## src/rtl/fan_pkg.sv

```systemverilog
// Shared constants, FSM encodings and frame byte helper for the fan status UART transmitter.
// FAN_TX_PARITY_EN adds the even-parity bit state to the byte serialiser.
package fan_pkg;

    localparam logic [7:0] FRM_HDR    = 8'h46;
    localparam logic [7:0] ASCII_ZERO = 8'h30;
    localparam logic [7:0] CR         = 8'h0D;
    localparam logic [7:0] LF         = 8'h0A;
    localparam int         FRAME_LEN  = 7;

    typedef enum logic [1:0] {
        FS_IDLE = 2'd0,
        FS_LOAD = 2'd1,
        FS_SEND = 2'd2,
        FS_DONE = 2'd3
    } frame_state_t;

    typedef enum logic [2:0] {
        BS_IDLE   = 3'd0,
        BS_START  = 3'd1,
        BS_DATA   = 3'd2,
`ifdef FAN_TX_PARITY_EN
        BS_PARITY = 3'd4,
`endif
        BS_STOP   = 3'd3
    } byte_state_t;

    typedef struct packed {
        logic [1:0] speed;
        logic       auto_mode;
        logic [1:0] timer;
        logic       emcy;
    } status_t;

    function automatic logic [7:0] frame_byte(input logic [2:0] idx, input status_t s);
        case (idx)
            3'd0:    frame_byte = FRM_HDR;
            3'd1:    frame_byte = ASCII_ZERO + {6'b0, s.speed};
            3'd2:    frame_byte = ASCII_ZERO + {7'b0, s.auto_mode};
            3'd3:    frame_byte = ASCII_ZERO + {6'b0, s.timer};
            3'd4:    frame_byte = ASCII_ZERO + {7'b0, s.emcy};
            3'd5:    frame_byte = CR;
            default: frame_byte = LF;
        endcase
    endfunction

endpackage

```

## src/rtl/fan_status_uart_tx_if.sv

```systemverilog
// Status inputs, report request and UART line/handshake outputs of the fan status transmitter.
interface fan_status_uart_tx_if;

    logic [1:0] speed_lvl;
    logic       auto_mode;
    logic [1:0] timer_lvl;
    logic       emcy;
    logic       req;
    logic       tx;
    logic       busy;
    logic       frame_done;

    modport master (
        output speed_lvl, auto_mode, timer_lvl, emcy, req,
        input  tx, busy, frame_done
    );

    modport slave (
        input  speed_lvl, auto_mode, timer_lvl, emcy, req,
        output tx, busy, frame_done
    );

endinterface

```

## src/rtl/uart_tx_byte.sv

```systemverilog
// Single-byte UART serialiser: start, 8 data bits LSB first, optional even parity, stop.
// FAN_TX_PARITY_EN inserts the parity bit; a start during the last stop cycle chains bytes gaplessly.
module uart_tx_byte
    import fan_pkg::*;
#(
    parameter int BIT_CLKS = 10
) (
    input  logic       clk,
    input  logic       reset_n,
    input  logic       start,
    input  logic [7:0] data,
    output logic       tx,
    output logic       done
);

    localparam int             CNT_W     = (BIT_CLKS > 1) ? $clog2(BIT_CLKS) : 1;
    localparam logic [CNT_W-1:0] BAUD_LAST = CNT_W'(BIT_CLKS - 1);

    byte_state_t      state, state_nxt;
    logic [CNT_W-1:0] baud_cnt;
    logic [2:0]       bit_cnt;
    logic [7:0]       shreg;
    logic             bit_end;
    logic             load;
`ifdef FAN_TX_PARITY_EN
    logic             par;
`endif

    assign bit_end = (baud_cnt == BAUD_LAST);
    assign done    = (state == BS_STOP) && bit_end;
    assign load    = start && ((state == BS_IDLE) || done);

    always_ff @(posedge clk or negedge reset_n) begin
        if (!reset_n) begin
            state    <= BS_IDLE;
            baud_cnt <= '0;
            bit_cnt  <= '0;
            shreg    <= '0;
`ifdef FAN_TX_PARITY_EN
            par      <= 1'b0;
`endif
        end else begin
            state <= state_nxt;
            if ((state == BS_IDLE) || bit_end)
                baud_cnt <= '0;
            else
                baud_cnt <= baud_cnt + 1'b1;
            if ((state == BS_DATA) && bit_end)
                bit_cnt <= bit_cnt + 3'd1;
            if (load) begin
                shreg <= data;
`ifdef FAN_TX_PARITY_EN
                par   <= ^data;
`endif
            end
        end
    end

    always_comb begin
        state_nxt = state;
        case (state)
            BS_IDLE:   if (start) state_nxt = BS_START;
            BS_START:  if (bit_end) state_nxt = BS_DATA;
`ifdef FAN_TX_PARITY_EN
            BS_DATA:   if (bit_end && (bit_cnt == 3'd7)) state_nxt = BS_PARITY;
            BS_PARITY: if (bit_end) state_nxt = BS_STOP;
`else
            BS_DATA:   if (bit_end && (bit_cnt == 3'd7)) state_nxt = BS_STOP;
`endif
            BS_STOP:   if (bit_end) state_nxt = start ? BS_START : BS_IDLE;
            default:   state_nxt = BS_IDLE;
        endcase
    end

    // Line level is decoded from registered state so reset forces idle-high at once.
    always_comb begin
        tx = 1'b1;
        case (state)
            BS_START:  tx = 1'b0;
            BS_DATA:   tx = shreg[bit_cnt];
`ifdef FAN_TX_PARITY_EN
            BS_PARITY: tx = par;
`endif
            default:   tx = 1'b1;
        endcase
    end

endmodule

```

## src/rtl/fan_status_uart_tx.sv

```systemverilog
// Fan status transmitter: sends the 7-byte ASCII status frame on change or on request.
// FAN_TX_PARITY_EN (see uart_tx_byte) selects 11 bit-times per byte instead of 10.
//
// state   | meaning
// IDLE    | line idle, waiting for req, pending req or status change
// LOAD    | capture status snapshot, clear pend, start byte 0
// SEND    | bytes 0..6 shifting out back-to-back
// DONE    | one-cycle frame_done pulse
module fan_status_uart_tx
    import fan_pkg::*;
#(
    parameter int CLK_HZ = 100_000_000,
    parameter int BAUD   = 9600
) (
    input  logic                  clk,
    input  logic                  reset_n,
    fan_status_uart_tx_if.slave   bus
);

    localparam int         BIT_CLKS  = CLK_HZ / BAUD;
    localparam logic [2:0] LAST_BYTE = 3'(FRAME_LEN - 1);

    frame_state_t state, state_nxt;
    status_t      cur, snap;
    logic         pend;
    logic [2:0]   byte_idx;
    logic         trigger;
    logic         byte_start;
    logic [7:0]   byte_data;
    logic         byte_done;
    logic         tx_line;

    assign cur     = {bus.speed_lvl, bus.auto_mode, bus.timer_lvl, bus.emcy};
    assign trigger = bus.req | pend | (cur != snap);

    always_ff @(posedge clk or negedge reset_n) begin
        if (!reset_n) begin
            state    <= FS_IDLE;
            snap     <= '0;
            pend     <= 1'b0;
            byte_idx <= '0;
        end else begin
            state <= state_nxt;
            if (state == FS_LOAD) begin
                snap     <= cur;
                // A req landing in the LOAD cycle is already mid-frame, so it re-arms pend.
                pend     <= bus.req;
                byte_idx <= '0;
            end else begin
                if ((state != FS_IDLE) && bus.req)
                    pend <= 1'b1;
                if ((state == FS_SEND) && byte_done && (byte_idx != LAST_BYTE))
                    byte_idx <= byte_idx + 3'd1;
            end
        end
    end

    always_comb begin
        state_nxt  = state;
        byte_start = 1'b0;
        byte_data  = frame_byte((state == FS_LOAD) ? 3'd0 : byte_idx + 3'd1, snap);
        case (state)
            FS_IDLE: if (trigger) state_nxt = FS_LOAD;
            FS_LOAD: begin
                byte_start = 1'b1;
                state_nxt  = FS_SEND;
            end
            FS_SEND: begin
                if (byte_done) begin
                    if (byte_idx == LAST_BYTE)
                        state_nxt = FS_DONE;
                    else
                        byte_start = 1'b1;
                end
            end
            FS_DONE: state_nxt = FS_IDLE;
            default: state_nxt = FS_IDLE;
        endcase
    end

    uart_tx_byte #(.BIT_CLKS(BIT_CLKS)) u_byte (
        .clk     (clk),
        .reset_n (reset_n),
        .start   (byte_start),
        .data    (byte_data),
        .tx      (tx_line),
        .done    (byte_done)
    );

    assign bus.tx         = tx_line;
    assign bus.busy       = (state != FS_IDLE);
    assign bus.frame_done = (state == FS_DONE);

endmodule

```

## src/flat_wrapper.sv

```systemverilog
// flat-port wrapper written by rule: the top's interface ports become plain ports
module fan_status_uart_tx_flat import fan_pkg::*;
#(
    parameter int CLK_HZ = 100_000_000,
    parameter int BAUD   = 9600
)
  (clk, reset_n, bus_speed_lvl, bus_auto_mode, bus_timer_lvl, bus_emcy, bus_req, bus_tx, bus_busy, bus_frame_done);
  fan_status_uart_tx_if bus_i ();
  input  logic clk;
  input  logic reset_n;
  input wire logic [$bits(bus_i.speed_lvl)-1:0] bus_speed_lvl;
  input wire logic [$bits(bus_i.auto_mode)-1:0] bus_auto_mode;
  input wire logic [$bits(bus_i.timer_lvl)-1:0] bus_timer_lvl;
  input wire logic [$bits(bus_i.emcy)-1:0] bus_emcy;
  input wire logic [$bits(bus_i.req)-1:0] bus_req;
  output wire logic [$bits(bus_i.tx)-1:0] bus_tx;
  output wire logic [$bits(bus_i.busy)-1:0] bus_busy;
  output wire logic [$bits(bus_i.frame_done)-1:0] bus_frame_done;
  assign bus_i.speed_lvl = bus_speed_lvl;
  assign bus_i.auto_mode = bus_auto_mode;
  assign bus_i.timer_lvl = bus_timer_lvl;
  assign bus_i.emcy = bus_emcy;
  assign bus_i.req = bus_req;
  assign bus_tx = bus_i.tx;
  assign bus_busy = bus_i.busy;
  assign bus_frame_done = bus_i.frame_done;
  fan_status_uart_tx #(.CLK_HZ(CLK_HZ), .BAUD(BAUD)) u_core (.clk(clk), .reset_n(reset_n), .bus(bus_i));
endmodule
```

## config.mk

```make
export PLATFORM = sky130hd
export DESIGN_NAME = fan_status_uart_tx_flat
export DESIGN_NICKNAME = d
export VERILOG_FILES = /design/src/rtl/fan_pkg.sv /design/src/rtl/fan_status_uart_tx_if.sv /design/src/rtl/uart_tx_byte.sv /design/src/rtl/fan_status_uart_tx.sv /design/src/flat_wrapper.sv
export SDC_FILE = /design/constraint.sdc
export NUM_CORES = 1
export LEC_CHECK = 0
export ABC_AREA = 1
export ABC_CLOCK_PERIOD_IN_PS = 1610
export CAP_MARGIN = 30
export CORE_MARGIN = 3
export CORE_UTILIZATION = 48
export CTS_CLUSTER_DIAMETER = 60
export CTS_CLUSTER_SIZE = 10
export DETAILED_ROUTE_END_ITERATION = 7
export PLACE_DENSITY = 0.81
export SKIP_CTS_REPAIR_TIMING = 1
export SYNTH_ARGS = -nofsm -noshare
export SYNTH_HDL_FRONTEND = slang
export SYNTH_SLANG_ARGS = --single-unit
```

## constraint.sdc

```tcl
create_clock -name clk -period 1.61 [get_ports clk]
set_clock_uncertainty 0.05 [all_clocks]
set_input_delay 0.483 -clock clk [delete_from_list [all_inputs] [get_ports clk]]
set_output_delay 0.483 -clock clk [all_outputs]
set_load 0.02 [all_outputs]
```

After elaboration in Yosys (flattened, before gate mapping)
Cells that the tools add are included.

Bits in registers: 40. Latch bits: 0. Bits in writable memories: 0. Memory bits (read-only): 0. Input bits: 9. Output and inout bits: 3. Logic and storage cells: 84. Memories kept: 0.

Add/sub/neg operators: 7. Multipliers: 0. Divide/modulo/power cells: 0. Order comparisons: 1. Equal/unequal tests: 23. Shifts and indexed selects: 0. Mux-type cells: 23. Bitwise gates (word level): 2. Reductions and logical operators: 17.

Operators by type and width (count): 8-bit one-hot mux with 6 select lines (1); 3-bit 2-to-1 mux (7); 14-bit by 1-bit adder with 14-bit output (second input constant) (1); 6-bit by 1-bit adder with 7-bit output (first input constant) (2); 6-bit by 2-bit adder with 7-bit output (first input constant) (2); 14-bit == test (second input constant) (1); 14-bit 2-to-1 mux (1); 3-bit by 2-bit == test with 1-bit output (second input constant) (4); 3-bit == test (second input constant) (4); 3-bit one-hot mux with 4 select lines (1); 2-bit != test (second input constant) (4); 2-bit one-hot mux with 4 select lines (1); 1-bit logical AND (7); 3-bit by 1-bit adder with 3-bit output (second input constant) (2); 3-bit by 1-bit == test with 1-bit output (second input constant) (2); 3-bit logical NOT (2); 1-bit 2-to-1 mux (6); 2-bit 2-to-1 mux (3); 2-bit by 1-bit != test with 1-bit output (second input constant) (3); 6-bit != test (1); 2-bit nonzero test (3); 2-bit == test (second input constant) (2); 3-bit by 4-bit < comparator with 1-bit output (second input constant) (1); 1-bit one-hot mux with 2 select lines (2); other kinds (8) (10).

Longest topological paths before layout
Word-level depth: 7. Gate-level depth with buffers: 11. Depth with buffers taken out: 11.

Cells and area by module
Synthesis repeated with hierarchy kept, for this count alone.

Cell total of the unflattened synthesis: 303. Area total of the unflattened synthesis: 2427.3 um^2.

By module, submodules not included: uart_tx_byte (times used 1, cells each 191, area each 1547.7 um^2, seq. area each 675.6 um^2); fan_status_uart_tx (times used 1, cells each 112, area each 879.6 um^2, seq. area each 300.3 um^2).

Worst setup path after synthesis
Ideal clock, no wire load.

Path type: register -> output. Start point: register u_core.u_byte.state[0]. End point: output bus_tx. Arrival time: 1.165 ns. Required time: 1.077 ns. Setup slack: -0.088 ns. Stages on the path, launching flop included: 4. Path buffers: 0. Cells stage by stage: dfrtp_1 > inv_1 > ha_1 > o21ai_0.

Longest elaborated chain between the ends: 2. Elaborated cells between the ends (all ways): 3. Classes of those cells: eq/ne (2); mux (1).

RTL lines: start: declaration (line uart_tx_byte.sv:19) `byte_state_t state, state_nxt;`; start signal: assignment (line uart_tx_byte.sv:43) `state <= state_nxt;`; 3-bit by 2-bit == test with 1-bit output or 3-bit by 1-bit == test with 1-bit output (tied branches) (line uart_tx_byte.sv:78) `case (state)`; 1-bit one-hot mux with 2 select lines * (line uart_tx_byte.sv:78); end: declaration (line flat_wrapper.sv:16) `output wire logic [$bits(bus_i.tx)-1:0] bus_tx;`.

Every way passes the cells marked *; elsewhere a longest branch is shown, timed or not.

Worst setup path in the final report
Start point: register u_core.u_byte.bit_cnt[0]. End point: output bus_tx.

Longest elaborated chain between the ends: 3.

RTL lines: start: declaration (line uart_tx_byte.sv:21) `logic [2:0] bit_cnt;`; start signal: assignment (line uart_tx_byte.sv:49) `bit_cnt <= bit_cnt + 3'd1;`; 1-bit binary-select mux with 3-bit select (line uart_tx_byte.sv:80) `BS_DATA: tx = shreg[bit_cnt];`; 1-bit 2-to-1 mux (not written as such) (line uart_tx_byte.sv:80); 1-bit one-hot mux with 2 select lines (line uart_tx_byte.sv:78).

No other way between the ends. The select of a mux whose other input is x is not followed.

==> results.json <==
{
  "syn_to_final_growth_pct": 50.5,
  "yosysMostFrequentCell": "nand2_1",
  "cp_max_fo": 5,
  "multi_input_area_um2": 1360,
  "hold_viol": 0,
  "synth-async-reset-ratio_pct": 100,
  "power_density_nw_per_um2": 932,
  "drt_iter0_markers": 94,
  "ant_nets": 0,
  "ys_seq_area_share_pct": 43.8,
  "p_leak_nw": 1.53,
  "rsz0062_at_grt": "true",
  "clk_pin_slew_ps": 80,
  "max_slew_margin_pct": 67.3,
  "cts_tree": "built",
  "core-area_um2": 4120,
  "setup_viol": 15,
  "syn-num-nets": 274,
  "drive_gt1_share_pct": 43.0,
  "total_power_w": 0.00297,
  "grt_pass1_wl_um": 7650,
  "final_cell_area_um2": 3180,
  "worstSkewPairLatency_ps": 290,
  "status": "finished, violations left",
  "rows": 23,
  "fmax_mhz": 517,
  "fillCellCount": 254,
  "crit_type": "reg2out",
  "die-area_um2": 5240,
  "peakVddDrop_uv": 791,
  "ys_types": 33,
  "pin_count": 12,
  "min_path_type": "in2async",
  "dieWidth_um": 72.4,
  "worst_slew_pin_slew_ps": 491,
  "cts_buffer_depth": 2,
  "grt_max_degree": 38,
  "yosysWarnings": 0,
  "drv_cap": 0,
  "vias_per_cell": 5.44,
  "slew_violations": 0,
  "netlist.area_leader.share_pct": 43.8,
  "drc": 0,
  "violations": "setup timing",
  "yosys.area.top_type": "dfrtp_1",
  "placed_area_um2": 2600,
  "grt_pass1_vias": 1809,
  "num_vias": 2055,
  "synth_commonest_cells": "47 x nand2_1, 37 x dfrtp_1, 30 x nor2_1",
  "ys_ff_latch": 37,
  "period_share_pct": 120,
  "cts_max_level": 2,
  "die_y_um": 72.4,
  "antenna_found_initial": 0,
  "port_buffers": 11,
  "dp_hpwl_um": 3240,
  "syn_inst": 252,
  "overflow": 0,
  "root_buffer": "clkbuf_8",
  "wire_per_inst_um": 16.3,
  "clock_sinks": 37,
  "endpoint_kind": "output port",
  "antennaDiodeCount": 0,
  "crit_arrival_ps": 1400,
  "postSynthAreaPerCell_um2": 8.39,
  "synth_area_leaders": "dfrtp_1 44%, nand2_1 8.3%, ha_1 7.7%",
  "first_pass_iters": 4,
  "synth_edf_count": 0,
  "cp-start-kind": "register",
  "place.gp.congestion": 0.850,
  "grt_usage_pct": 18.9,
  "utilization_pct": 77.3,
  "finalWirelength_um": 6150,
  "synth_ff_type": "dfrtp_1",
  "worstPathRequired_ps": 1080,
  "numCtsBuffers": 5,
  "fin_nets": 349,
  "syn_area_um2": 2110,
  "start_util_pct": 51.4,
  "layout_setup_ws_ps": -326,
  "seq_area_um2": 926,
  "period_minus_slack_ps": 1940
}
==> critical path, cell delays in order, from the launching register on <==
cell	delay, ps
dfrtp_1	430
nor2_1	120
nor2_1	50
o21ai_1	80
a21oi_1	80
o21ai_1	120
o21ai_1	70
buf_4	160
==> where the power goes <==
| part | switching (W) | internal, W | leakage [nW] |
|---|---|---|---|
| combinational | 0.000578 | 0.000477 | 0.997 |
| sequential | 0.0000683 | 0.00101 | 0.471 |
| clock | 0.000333 | 0.000505 | 0.0585 |
| total | 0.000979 | 0.00199 | 1.53 |
==> metal layers <==
metal  vias up  track usage, %  part of all wire (%)  routed length, um
li1        977               -                     -                  -
met1       989            20.7                    38               2320
met2        58            35.2                    54               3300
met3        31            3.74                   4.0                247
met4         0            7.99                   4.6                280
met5         -               0                     0                  0
==> worst paths after layout <==
| kind | slack (ps) | to | cells after the start | start |
|---|---|---|---|---|
| max | -330 | bus_tx | 7 | u_core.u_byte.bit_cnt[0] |
| min | 100 | u_core.snap[0] | 2 | reset_n |
| max reg2reg | -200 | u_core.u_byte.shreg[1] | 10 | u_core.state[1] |
| min reg2reg | 450 | u_core.u_byte.shreg[3] | 2 | u_core.u_byte.shreg[3] |
| max in group asynchronous | 1220 | u_core.u_byte.baud_cnt[5] | 2 | reset_n |
| min in group clk | 450 | u_core.snap[1] | 3 | bus_timer_lvl[0] |
==> placed cells by master (no fill, tap or decap), types with 4 or more instances in the layout <==
cell             synthesis  layout
nand3_1                 11       8
nor2_1                  30      22
dfrtp_1                 37      37
buf_4                    0      47
ha_4                     0       4
o21ai_0                 16       5
clkdlybuf4s50_1          0       6
clkbuf_8                 0       6
a21oi_1                 16      13
nor2_2                   3       5
nand4_1                  5       5
inv_1                   29      23
xor2_1                   6       6
nor2_4                   1       7
ha_1                    13       6
o21ai_2                  1       5
nand2_4                  0       4
o21ai_1                  1       7
buf_6                    0      13
inv_2                    1       5
nand2_2                  4      10
nand2_1                 47      37
nand3_2                  2       4
==> logic make-up after synthesis <==
logic type	after synthesis	synth area share, %
fa+ha+maj	13	7.69
simple gates	117	26.7
mux	3	1.60
xor+xnor	9	3.73
flops	37	43.8
buf+inv	32	5.74
compound gates	41	10.8
==> metrics by stage <==
step / instances / setup TNS [ps] / worst slack, ps / hold slack [ps]
5_1_grt: 378 / -3380 / -419 / 121
2_1_floorplan: 252 / 0 / 12.9 / 137
4_1_cts: 361 / -3660 / -823 / 108
3_3_place_gp: 353 / -2160 / -441 / 412
6_report: 378 / -1800 / -326 / 95.2
3_5_place_dp: 353 / -2550 / -492 / 420
==> sequential cells by signal (all words and copies together) (netlist names) <==
register / flops
u_core.byte_idx: 3
u_core.pend: 1
u_core.snap: 6
u_core.state: 2
u_core.u_byte.baud_cnt: 14
u_core.u_byte.bit_cnt: 3
u_core.u_byte.shreg: 6
u_core.u_byte.state: 2
==> area by class of cell <==
class / count / share of cell area (%)
Clock buffer: 7 / 2.71
Tap cell: 50 / 1.97
Timing Repair Buffer: 69 / 18.8
Clock inverter: 1 / 0.943
Multi-Input combinational cell: 183 / 42.6
Sequential cell: 37 / 29.1
Inverter: 31 / 3.89
(Power assumes the default switching activity.)
